**src/rtl/aes_pkg.sv**
```systemverilog
// Shared AES datapath types, GF(2^8) helpers and the row/mix stage FSM encoding.
package aes_pkg;

  localparam logic [7:0] AES_POLY = 8'h1b;

  typedef logic [15:0][7:0] aes_state_t;
  typedef logic [3:0][7:0]  aes_col_t;

  typedef enum logic [1:0] {IDLE, MIX, HOLD} rowmix_state_e;

  function automatic logic [7:0] xtime(input logic [7:0] b);
    return {b[6:0], 1'b0} ^ (b[7] ? AES_POLY : 8'h00);
  endfunction

  // Sum of a*x^i for each set bit i of b; the reduction comes from xtime.
  function automatic logic [7:0] gmul(input logic [7:0] a, input logic [7:0] b);
    logic [7:0] p;
    logic [7:0] acc;
    p   = a;
    acc = 8'h00;
    for (int i = 0; i < 8; i++) begin
      if (b[i]) acc = acc ^ p;
      p = xtime(p);
    end
    return acc;
  endfunction

endpackage

```
**src/rtl/aes_inv_rowmix_if.sv**
```systemverilog
// Valid/ready handshake on both sides of the InvShiftRows/InvMixColumns stage.
interface aes_inv_rowmix_if;
  import aes_pkg::*;

  logic       in_valid;
  logic       in_ready;
  aes_state_t in_state;
  logic       in_last;
  logic       out_valid;
  logic       out_ready;
  aes_state_t out_state;

  modport master (output in_valid, in_state, in_last, out_ready,
                  input  in_ready, out_valid, out_state);
  modport slave  (input  in_valid, in_state, in_last, out_ready,
                  output in_ready, out_valid, out_state);
endinterface

```
**src/rtl/aes_inv_rowmix_mixcol.sv**
```systemverilog
// Combinational InvMixColumns on one column; i_col[3] is row 0, i_col[0] is row 3.
module inv_mixcolumn
  import aes_pkg::*;
(
  input  aes_col_t i_col,
  output aes_col_t o_col
);
  logic [7:0] w_s0, w_s1, w_s2, w_s3;

  assign w_s0 = i_col[3];
  assign w_s1 = i_col[2];
  assign w_s2 = i_col[1];
  assign w_s3 = i_col[0];

  assign o_col[3] = gmul(w_s0, 8'h0e) ^ gmul(w_s1, 8'h0b) ^ gmul(w_s2, 8'h0d) ^ gmul(w_s3, 8'h09);
  assign o_col[2] = gmul(w_s0, 8'h09) ^ gmul(w_s1, 8'h0e) ^ gmul(w_s2, 8'h0b) ^ gmul(w_s3, 8'h0d);
  assign o_col[1] = gmul(w_s0, 8'h0d) ^ gmul(w_s1, 8'h09) ^ gmul(w_s2, 8'h0e) ^ gmul(w_s3, 8'h0b);
  assign o_col[0] = gmul(w_s0, 8'h0b) ^ gmul(w_s1, 8'h0d) ^ gmul(w_s2, 8'h09) ^ gmul(w_s3, 8'h0e);
endmodule

```
**src/rtl/aes_inv_rowmix.sv**
```systemverilog
// Decrypt round stage: InvShiftRows on capture, then InvMixColumns over 4/N cycles.
// Byte (row r, col c) lives at index {3-r, 3-c} of the 16-byte state.
module aes_inv_rowmix
  import aes_pkg::*;
#(
  parameter int COLS_PER_CYCLE = 1
) (
  input  logic             clk,
  input  logic             reset,
  aes_inv_rowmix_if.slave  bus
);
  localparam int N = COLS_PER_CYCLE;

  rowmix_state_e r_state;
  aes_state_t    r_work;
  logic [1:0]    r_col_cnt;
  logic          r_last;
  logic          r_in_ready;
  logic          r_out_valid;

  aes_state_t    w_isr;
  aes_state_t    w_mix_work;
  aes_col_t      w_col_in  [N];
  aes_col_t      w_col_out [N];
  logic [1:0]    w_idx     [N];
  logic          w_mix_done;

  // InvShiftRows: new(r,c) = old(r,(c-r) mod 4), pure wiring.
  for (genvar r = 0; r < 4; r++) begin : g_row
    for (genvar c = 0; c < 4; c++) begin : g_col
      assign w_isr[15-4*r-c] = bus.in_state[15-4*r-((c-r+4)%4)];
    end
  end

  for (genvar k = 0; k < N; k++) begin : g_mix
    assign w_idx[k] = r_col_cnt + 2'(k);
    inv_mixcolumn u_mix (.i_col(w_col_in[k]), .o_col(w_col_out[k]));
  end

  always_comb begin
    for (int k = 0; k < N; k++) begin
      for (int rr = 0; rr < 4; rr++) begin
        w_col_in[k][3-rr] = r_work[{2'(3-rr), ~w_idx[k]}];
      end
    end
  end

  always_comb begin
    w_mix_work = r_work;
    for (int k = 0; k < N; k++) begin
      for (int rr = 0; rr < 4; rr++) begin
        w_mix_work[{2'(3-rr), ~w_idx[k]}] = w_col_out[k][3-rr];
      end
    end
  end

  // A final-round state never enters MIX; r_last only guards against that.
  assign w_mix_done = ((3'(r_col_cnt) + 3'(N)) == 3'd4) || r_last;

  always_ff @(posedge clk) begin
    if (reset) begin
      r_state     <= IDLE;
      r_work      <= '0;
      r_col_cnt   <= '0;
      r_last      <= 1'b0;
      r_in_ready  <= 1'b1;
      r_out_valid <= 1'b0;
    end else begin
      case (r_state)
        IDLE: if (bus.in_valid) begin
          r_work     <= w_isr;
          r_last     <= bus.in_last;
          r_col_cnt  <= '0;
          r_in_ready <= 1'b0;
          if (bus.in_last) begin
            r_state     <= HOLD;
            r_out_valid <= 1'b1;
          end else begin
            r_state <= MIX;
          end
        end
        MIX: begin
          r_work    <= w_mix_work;
          r_col_cnt <= r_col_cnt + 2'(N);
          if (w_mix_done) begin
            r_state     <= HOLD;
            r_out_valid <= 1'b1;
          end
        end
        HOLD: if (bus.out_ready) begin
          r_state     <= IDLE;
          r_out_valid <= 1'b0;
          r_in_ready  <= 1'b1;
        end
        default: r_state <= IDLE;
      endcase
    end
  end

  assign bus.in_ready  = r_in_ready;
  assign bus.out_valid = r_out_valid;
  assign bus.out_state = r_work;
endmodule

```
**src/flat_wrapper.sv**
```systemverilog
// flat-port wrapper written by rule: the top's interface ports become plain ports
module aes_inv_rowmix_flat import aes_pkg::*;
#(
  parameter int COLS_PER_CYCLE = 1
)
  (clk, reset, bus_in_valid, bus_in_state, bus_in_last, bus_out_ready, bus_in_ready, bus_out_valid, bus_out_state);
  aes_inv_rowmix_if bus_i ();
  input  logic clk;
  input  logic reset;
  input wire logic [$bits(bus_i.in_valid)-1:0] bus_in_valid;
  input wire logic [$bits(bus_i.in_state)-1:0] bus_in_state;
  input wire logic [$bits(bus_i.in_last)-1:0] bus_in_last;
  input wire logic [$bits(bus_i.out_ready)-1:0] bus_out_ready;
  output wire logic [$bits(bus_i.in_ready)-1:0] bus_in_ready;
  output wire logic [$bits(bus_i.out_valid)-1:0] bus_out_valid;
  output wire logic [$bits(bus_i.out_state)-1:0] bus_out_state;
  assign bus_i.in_valid = bus_in_valid;
  assign bus_i.in_state = bus_in_state;
  assign bus_i.in_last = bus_in_last;
  assign bus_i.out_ready = bus_out_ready;
  assign bus_in_ready = bus_i.in_ready;
  assign bus_out_valid = bus_i.out_valid;
  assign bus_out_state = bus_i.out_state;
  aes_inv_rowmix #(.COLS_PER_CYCLE(COLS_PER_CYCLE)) u_core (.clk(clk), .reset(reset), .bus(bus_i));
endmodule
```
**config.mk**
```make
export PLATFORM = sky130hd
export DESIGN_NAME = aes_inv_rowmix_flat
export DESIGN_NICKNAME = d
export VERILOG_FILES = /design/src/rtl/aes_pkg.sv /design/src/rtl/aes_inv_rowmix_if.sv /design/src/rtl/aes_inv_rowmix_mixcol.sv /design/src/rtl/aes_inv_rowmix.sv /design/src/flat_wrapper.sv
export SDC_FILE = /design/constraint.sdc
export NUM_CORES = 1
export LEC_CHECK = 0
export BUFFER_PORTS_ARGS = -buffer_cell sky130_fd_sc_hd__buf_4
export CAP_MARGIN = 20
export CELL_PAD_IN_SITES_DETAIL_PLACEMENT = 2
export CELL_PAD_IN_SITES_GLOBAL_PLACEMENT = 2
export CORE_MARGIN = 5
export CORE_UTILIZATION = 34
export CTS_CLUSTER_SIZE = 8
export DETAILED_ROUTE_END_ITERATION = 10
export PLACE_DENSITY = 0.88
export SETUP_SLACK_MARGIN = 0.3
export SLEW_MARGIN = 20
export SYNTH_ARGS = -nofsm -noshare
export SYNTH_HDL_FRONTEND = slang
export SYNTH_SLANG_ARGS = --single-unit
```
**constraint.sdc**
```tcl
create_clock -name clk -period 7.16 [get_ports clk]
set_input_delay 0.358 -clock clk [delete_from_list [all_inputs] [get_ports clk]]
set_output_delay 0.358 -clock clk [all_outputs]
set_load 0.02 [all_outputs]
```
Yosys cells after proc, flatten, opt, wreduce, memory -nomap -nowiden
Index checks and enable logic that the tools add are counted.
Widths: inputs -> output; s select.

storage, ports and cells
  flip-flop bits (word level) = 135
  bits of input ports = 133
  output and inout port bits = 130
  word-level logic and storage cells = 154

cells by class
  add/subtract/negate cells = 2
  $lt $le $gt $ge = 8
  equal/unequal tests = 7
  multiplexer cells = 49
  bitwise logic cells = 53
  reduce and logical (&&, ||, !) cells = 14

operator list
  operator             count
  $bwmux 128           4
  $xor 8x8->8          43
  $pmux 128 s2         1
  $mux 128             1
  $xor 8x5->8          9
  $bmux 8 s2           4
  $demux 8 s2          4
  $mux 8               8
  $mux 5               12
  $lt 4x5->1 const B   2
  $mux 2               5
  $ge 4x1->1 const B   2
  $mux 1               6
  $ne 2x2->1 const B   3
  $pmux 2 s3           1
  $reduce_and 3->1     2
  $lt 2x5->1 const B   1
  $lt 3x5->1 const B   1
  $reduce_and 5->1     1
  $logic_and 1x1->1    4
  $pmux 2 s2           1
  $reduce_and 2->1     2
  $reduce_bool 2->1    2
  $add 2x1->3 const B  1
  other kinds (13)     13

Longest topological paths before layout
  depth after elaboration = 18
  gate-level depth with buffers = 13
  gate-level depth less buffers = 8

By module
From an unflattened synthesis, not the netlist that was laid out.

unflattened totals
  cell total of the unflattened synthesis = 881
  area total of the unflattened synthesis = 8712.1 um^2

modules (own cells, without submodules)
  module          instances  cells an instance  area an instance (um^2)  seq. area each (um^2)
  aes_inv_rowmix  1          667                6348.6                   2702.6
  inv_mixcolumn   1          214                2363.5                   0.0

Least setup slack after synthesis
Ideal clock, no wire load.

  path type = register -> register
  start = register u_core.r_col_cnt[0]
  end = register u_core.r_work (netlist bit u_core.bus.out_state[37])
  setup time = 0.133 ns
  arrival = 2.846 ns
  data required time = 7.027 ns
  slack = 4.182 ns
  cell stages (with the launch flop) = 11
  path buffers = 3
  clock period less this slack = 2.978 ns
  cell sequence = dfxtp_1 > buf_6 > buf_12 > mux4_2 > buf_6 > xor2_1 > xnor3_1 > xnor3_1 > xor2_1 > a221oi_1 > nor3_1

on the way
  cells in the longest elaborated chain, start to end = 16
  elaborated cells on any way between the ends = 79
  those cells by class = 2 x order compare; 23 x mux; 53 x bitwise; 1 x reduce/logical

RTL lines
  item                                        line                                        text
  start, declared                             aes_inv_rowmix.sv:16                        logic [1:0] r_col_cnt;
  start signal, assigned                      aes_inv_rowmix.sv:84                        r_col_cnt <= r_col_cnt + 2'(N);
  $not 2->2 (*)                               aes_inv_rowmix.sv:43, aes_inv_rowmix.sv:52
  $bmux 8 s2                                  aes_inv_rowmix.sv:43                        w_col_in[k][3-rr] = r_work[{2'(3-rr), ~w_idx[k]}];
  $mux 8 (implied by the code)                aes_inv_rowmix.sv:43
  $mux 5 (tied with other cells)              aes_pkg.sv:12                               return {b[6:0], 1'b0} ^ (b[7] ? AES_POLY : 8'h00);
  $xor 8x8->8 (tied with other cells)         aes_pkg.sv:12
  $xor 8x5->8                                 aes_pkg.sv:12
  $xor 8x8->8 or $xor 8x5->8 (tied branches)  aes_pkg.sv:22, aes_pkg.sv:12
  $xor 8x8->8                                 aes_pkg.sv:22                               if (b[i]) acc = acc ^ p;
  $xor 8x8->8 (3 in a row)                    aes_inv_rowmix_mixcol.sv:15                 assign o_col[3] = gmul(w_s0, 8'h0e) ^ gmul(w_s1, 8'h0b) ^ gmul(w_s2, 8'h0d) ^ gmul(w_s3, 8'h09);
  $bwmux 128 (3 in a row)                     aes_inv_rowmix.sv:52                        w_mix_work[{2'(3-rr), ~w_idx[k]}] = w_col_out[k][3-rr];
  $bwmux 128 (*)                              aes_inv_rowmix.sv:52
  $pmux 128 s2 (*)                            aes_inv_rowmix.sv:69                        case (r_state)
  end signal, assigned                        aes_inv_rowmix.sv:71                        r_work <= w_isr;
  end signal, assigned                        aes_inv_rowmix.sv:83                        r_work <= w_mix_work;
  end, declared                               aes_inv_rowmix.sv:15                        aes_state_t r_work;

Every way passes the cells marked *; elsewhere a longest branch is shown, timed or not. The select of a mux whose other input is x is not followed.
A chain may end at the register's enable or synchronous reset.

Worst setup path in the final report
  start = register u_core.r_col_cnt[0]
  end = register u_core.r_work (netlist bit u_core.bus.out_state[1])

on the way
  cells in the longest elaborated chain, start to end = 16
  elaborated cells on any way between the ends = 83
  those cells by class = 2 x order compare; 27 x mux; 53 x bitwise; 1 x reduce/logical

RTL lines
  item                                        line
  $not 2->2 (*)                               aes_inv_rowmix.sv:43, aes_inv_rowmix.sv:52
  $bmux 8 s2                                  aes_inv_rowmix.sv:43
  $mux 8 (implied by the code)                aes_inv_rowmix.sv:43
  $mux 5 (tied with other cells)              aes_pkg.sv:12
  $xor 8x8->8 (tied with other cells)         aes_pkg.sv:12
  $xor 8x5->8 or $mux 5 (tied branches)       aes_pkg.sv:12
  $xor 8x8->8 or $xor 8x5->8 (tied branches)  aes_pkg.sv:22, aes_pkg.sv:12
  $xor 8x8->8                                 aes_pkg.sv:22
  $xor 8x8->8 (3 in a row)                    aes_inv_rowmix_mixcol.sv:15
  $bwmux 128 (3 in a row)                     aes_inv_rowmix.sv:52
  $bwmux 128 (*)                              aes_inv_rowmix.sv:52
  $pmux 128 s2 (*)                            aes_inv_rowmix.sv:69

Marked as above.

==> Implementation_results.wiki <==
{| class="wikitable"
! Metric !! Value
|-
| Placed cell area || 0.01092 mm2
|-
| Highest achievable clock rate || 216.4 MHz
|-
| Clock network fraction of design power || 17.3%
|-
| Per-instance average area after synthesis || 9.564 um2
|-
| Routability congestion estimate from global placement || 0.9787
|-
| Total negative setup slack || 0 ps
|-
| Cells traversed along the worst timing path || buf_4 > mux4_2 > xor2_2 > xor3_2 > xor2_2 > xor2_1 > a221oi_1 > nor3_1
|-
| Critical path's largest stage delay || 780 ps
|-
| Outcome || completed
|-
| Share of power burned in combinational logic || 66.2%
|-
| CP Launch Type || flip-flop
|-
| Master of the slowest instance on the critical path || sky130_fd_sc_hd__dfxtp_2
|-
| # nets final || 1273
|-
| Post-CTS setup buffer count || 0
|-
| Worst Hold Class || in -> reg
|-
| Global-route congestion overflow total || 0
|-
| Number of distinct library cells after synthesis || 44
|-
| Worst-path clk slew || 70 ps
|-
| Cell internal power dissipation || 2.913 mW
|-
| Final period util || 64.55%
|-
| Fill cell instance count of the final layout || 2618
|-
| Part of the Yosys area used for sequential elements || 30.72%
|-
| Number of CTS-inserted buffers || 17
|-
| Die area || 0.02919 mm2
|-
| Top layer in use || met4
|-
| Number of instances in the synthesized netlist || 920
|-
| Ratio of cells with drive above 1 in the final layout || 31.45%
|-
| Worst-case vdd ir drop || 270.7 uV
|-
| Sink count of the clock tree || 135
|-
| Cell at the root of the clock tree || sky130_fd_sc_hd__clkbuf_16
|-
| Crit path buffers/inverters || 1
|-
| Largest buffer count on any clock path || 2
|-
| Core area || 0.02533 mm2
|-
| Power density over cell area || 507.9 mW/mm2
|-
| Endpoint required time on the critical path || 7500 ps
|-
| First-pass GRT wire length || 72370 um
|-
| Switching power as a share of total power || 50.48%
|-
| Number of cells in the design after placement || 1446
|-
| Overall power of the completed layout || 5.883 mW
|-
| Worst endpoint data arrival time || 4970 ps
|-
| Total of buffers placed on input and output ports || 262
|-
| Net Switching || 2.970 mW
|-
| Worst clock skew || 14.14 ps
|-
| Source-to-sink clock delay at the later pin of the worst-skew pair || 460 ps
|-
| Number of remaining DRC errors || 0
|-
| Via count of the routed design || 9376
|-
| Cell area after layout || 0.01158 mm2
|-
| Effective utilization at floorplan || 34.74%
|-
| Boundary Pins || 263
|-
| Antenna violations before repair || 1
|-
| Number of detailed-routing iterations run before antenna repair || 6
|-
| Hold Vio Cnt, Final || 0
|-
| Critical Path Fanout Max || 21
|-
| Number of global-route vias before repair || 10428
|-
| Die X-Extent || 170.9 um
|-
| Syn_nets || 1057
|-
| Number of synthesized flops with an enable pin || 0
|-
| Post-synthesis register bit count || 135
|-
| GRT Util Overall || 33.75%
|-
| Most used flip-flop cell after synthesis || sky130_fd_sc_hd__dfxtp_1
|-
| Family of cells with the greatest summed delay on the critical path || XOR/XNOR gates
|-
| Fraction of registers with async set or reset after synthesis || 0%
|-
| Yosys warning total || 0
|-
| ANT nets after route || 0
|-
| Met2 wire len || 25270 um
|-
| Transition time of the tightest slew-check pin || 1113 ps
|-
| FP Rows || 58
|-
| Time the worst path needs with I/O delays and setup || 4622 ps
|-
| Avg Vias per Cell || 6.339
|-
| Largest net degree at the start of global routing || 95
|-
| M1 wire length || 18730 um
|-
| Die Height || 170.9 um
|-
| Number of DRC markers in iteration 0 || 1176
|-
| Max-capacitance violation count || 0
|-
| TritonCTS clock tree || done
|-
| Critical path's most frequent cell || sky130_fd_sc_hd__xor2_2
|-
| Area overhead of the layout relative to synthesis || 31.66%
|-
| Leak pwr || 4.930 nW
|-
| Total length of routed met3 wires || 4274 um
|-
| Worst slew margin relative to its limit || 25.77%
|-
| Total of cells resized after clock tree synthesis || 0
|-
| Start-to-end type of the worst setup path || reg -> reg
|-
| Share of total power in sequential cells || 16.5%
|-
| Final count of negative-setup-slack endpoints || 0
|-
| HPWL after DPL || 32320 um
|-
| Crit path capture type || flip-flop
|-
| Max-slew violation count || 0
|-
| Final non-filler cell total || 1479
|-
| Hold-fix buffers at CTS || 0
|-
| Sum of routed wire length over all layers || 50940 um
|-
| Average wire per standard cell || 34.44 um
|-
| Unrepaired setup endpoints after global routing || false
|-
| Netlist Area Pre-Place || 0.008798 mm2
|-
| CTS HTree Levels || 4
|}
cell usage after synthesis (3+ instances only):
cell type | instances | share of area, %
sky130_fd_sc_hd__nor2_1 | 163 | 7.0
sky130_fd_sc_hd__dfxtp_1 | 135 | 31
sky130_fd_sc_hd__xnor2_1 | 96 | 9.6
sky130_fd_sc_hd__clkbuf_1 | 60 | 2.6
sky130_fd_sc_hd__o21ai_0 | 50 | 2.8
sky130_fd_sc_hd__a221oi_1 | 49 | 4.9
sky130_fd_sc_hd__nor3_1 | 46 | 2.6
sky130_fd_sc_hd__a21oi_1 | 43 | 2.4
sky130_fd_sc_hd__nand2_1 | 37 | 1.6
sky130_fd_sc_hd__xnor3_1 | 33 | 8.4
sky130_fd_sc_hd__xor2_1 | 30 | 3.0
sky130_fd_sc_hd__mux4_2 | 21 | 5.4
sky130_fd_sc_hd__nor4_1 | 20 | 1.4
sky130_fd_sc_hd__nand3_1 | 15 | 0.85
sky130_fd_sc_hd__a31oi_1 | 13 | 0.92
sky130_fd_sc_hd__mux4_1 | 11 | 3.3
sky130_fd_sc_hd__mux2i_1 | 9 | 1.0
sky130_fd_sc_hd__a2111oi_0 | 8 | 0.80
sky130_fd_sc_hd__buf_2 | 8 | 0.46
sky130_fd_sc_hd__xnor2_2 | 8 | 1.5
sky130_fd_sc_hd__xnor2_4 | 5 | 1.6
sky130_fd_sc_hd__a211oi_1 | 4 | 0.34
sky130_fd_sc_hd__and2_1 | 4 | 0.28
sky130_fd_sc_hd__buf_1 | 4 | 0.17
sky130_fd_sc_hd__ha_1 | 4 | 0.57
sky130_fd_sc_hd__inv_1 | 4 | 0.17
sky130_fd_sc_hd__o22ai_1 | 4 | 0.28
sky130_fd_sc_hd__xor2_2 | 4 | 0.74
sky130_fd_sc_hd__a21o_1 | 3 | 0.26
sky130_fd_sc_hd__a222oi_1 | 3 | 0.34
sky130_fd_sc_hd__a2bb2oi_1 | 3 | 0.30
sky130_fd_sc_hd__buf_12 | 3 | 0.68
sky130_fd_sc_hd__buf_4 | 3 | 0.26
sky130_fd_sc_hd__buf_6 | 3 | 0.38
sky130_fd_sc_hd__xnor3_2 | 3 | 0.81
power groups by stage:
stage	combinational [mW]	clock, mW	sequential [mW]
finish	3.90	1.02	0.969
global route	3.96	1.04	0.974
CTS	3.77	1.01	0.961
detailed placement	3.61	0	0.968
global placement	3.46	0	0.964
floorplan	2.35	0	1.04
registers in the layout, indices dropped and copies added, names as in the netlist:
register / count
u_core.bus.in_ready: 1
u_core.bus.out_state: 128
u_core.bus.out_valid: 1
u_core.r_col_cnt: 2
u_core.r_last: 1
u_core.r_state: 2
per-stage QoR:
stage	hold slack, ps	worst slack [ps]	utilization (%)
6_report	121.7	2538	45.74
5_1_grt	134.2	2479	45.74
2_1_floorplan	446.6	4182	-
3_3_place_gp	460.1	3149	43.10
4_1_cts	116.1	2669	45.62
3_5_place_dp	489.3	2779	43.10
per-layer routing:
metal	track usage, %	vias up
met1	39.56	4743
met3	7.324	175
met5	0	-
met2	57.91	715
li1	-	3743
met4	17.84	0
path summary, 6_finish.rpt:
kind	to	depth (start not counted)	slack [ps]	start
max	u_core.bus.out_state[1]$_SDFFE_PP0P_	8	2540	u_core.r_col_cnt[0]$_SDFFE_PP0P_
min	u_core.bus.out_valid$_SDFFE_PP0P_	2	120	bus_out_ready
max reg2reg	u_core.bus.out_state[1]$_SDFFE_PP0P_	8	2540	u_core.r_col_cnt[0]$_SDFFE_PP0P_
min reg2reg	u_core.bus.out_state[99]$_SDFFE_PP0P_	2	500	u_core.bus.out_state[99]$_SDFFE_PP0P_
cell type report:
class | instances | area [um2] | share of cell area [%]
Antenna cell | 1 | 2.502 | 0.02160
Multi-Input combinational cell | 700 | 5703 | 49.23
Sequential cell | 135 | 2705 | 23.35
Clock inverter | 10 | 167.7 | 1.447
Timing Repair Buffer | 278 | 2107 | 18.19
Clock buffer | 21 | 470.5 | 4.061
Tap cell | 330 | 412.9 | 3.564
Inverter | 4 | 15.01 | 0.1296
logic make-up (layout without fill, tap and decap cells):
logic type / Yosys count / in the layout / share of synthesized area [%]
flip-flops: 135 / 135 / 30.72
multiplexers: 41 / 41 / 9.684
buffers and inverters: 85 / 313 / 4.679
other: 0 / 1 / 0
AND/OR/NAND/NOR: 287 / 287 / 13.85
XOR/XNOR: 181 / 181 / 26.14
AO/OA/AOI/OAI: 187 / 187 / 14.36
adder cells (fa/ha/maj): 4 / 4 / 0.5689
cells in the final DEF (no fill, tap or decap), types with 13 or more instances in the layout:
| cell type | Yosys | final |
|---|---|---|
| sky130_fd_sc_hd__buf_4 | 3 | 277 |
| sky130_fd_sc_hd__nor2_1 | 163 | 163 |
| sky130_fd_sc_hd__dfxtp_1 | 135 | 133 |
| sky130_fd_sc_hd__xnor2_1 | 96 | 96 |
| sky130_fd_sc_hd__o21ai_0 | 50 | 50 |
| sky130_fd_sc_hd__a221oi_1 | 49 | 49 |
| sky130_fd_sc_hd__nor3_1 | 46 | 46 |
| sky130_fd_sc_hd__a21oi_1 | 43 | 40 |
| sky130_fd_sc_hd__nand2_1 | 37 | 37 |
| sky130_fd_sc_hd__xnor3_1 | 33 | 33 |
| sky130_fd_sc_hd__xor2_1 | 30 | 30 |
| sky130_fd_sc_hd__mux4_2 | 21 | 21 |
| sky130_fd_sc_hd__nor4_1 | 20 | 20 |
| sky130_fd_sc_hd__clkbuf_16 | 0 | 17 |
| sky130_fd_sc_hd__nand3_1 | 15 | 15 |
| sky130_fd_sc_hd__a31oi_1 | 13 | 13 |
Note: power is estimated with default switching activity, not from simulation.
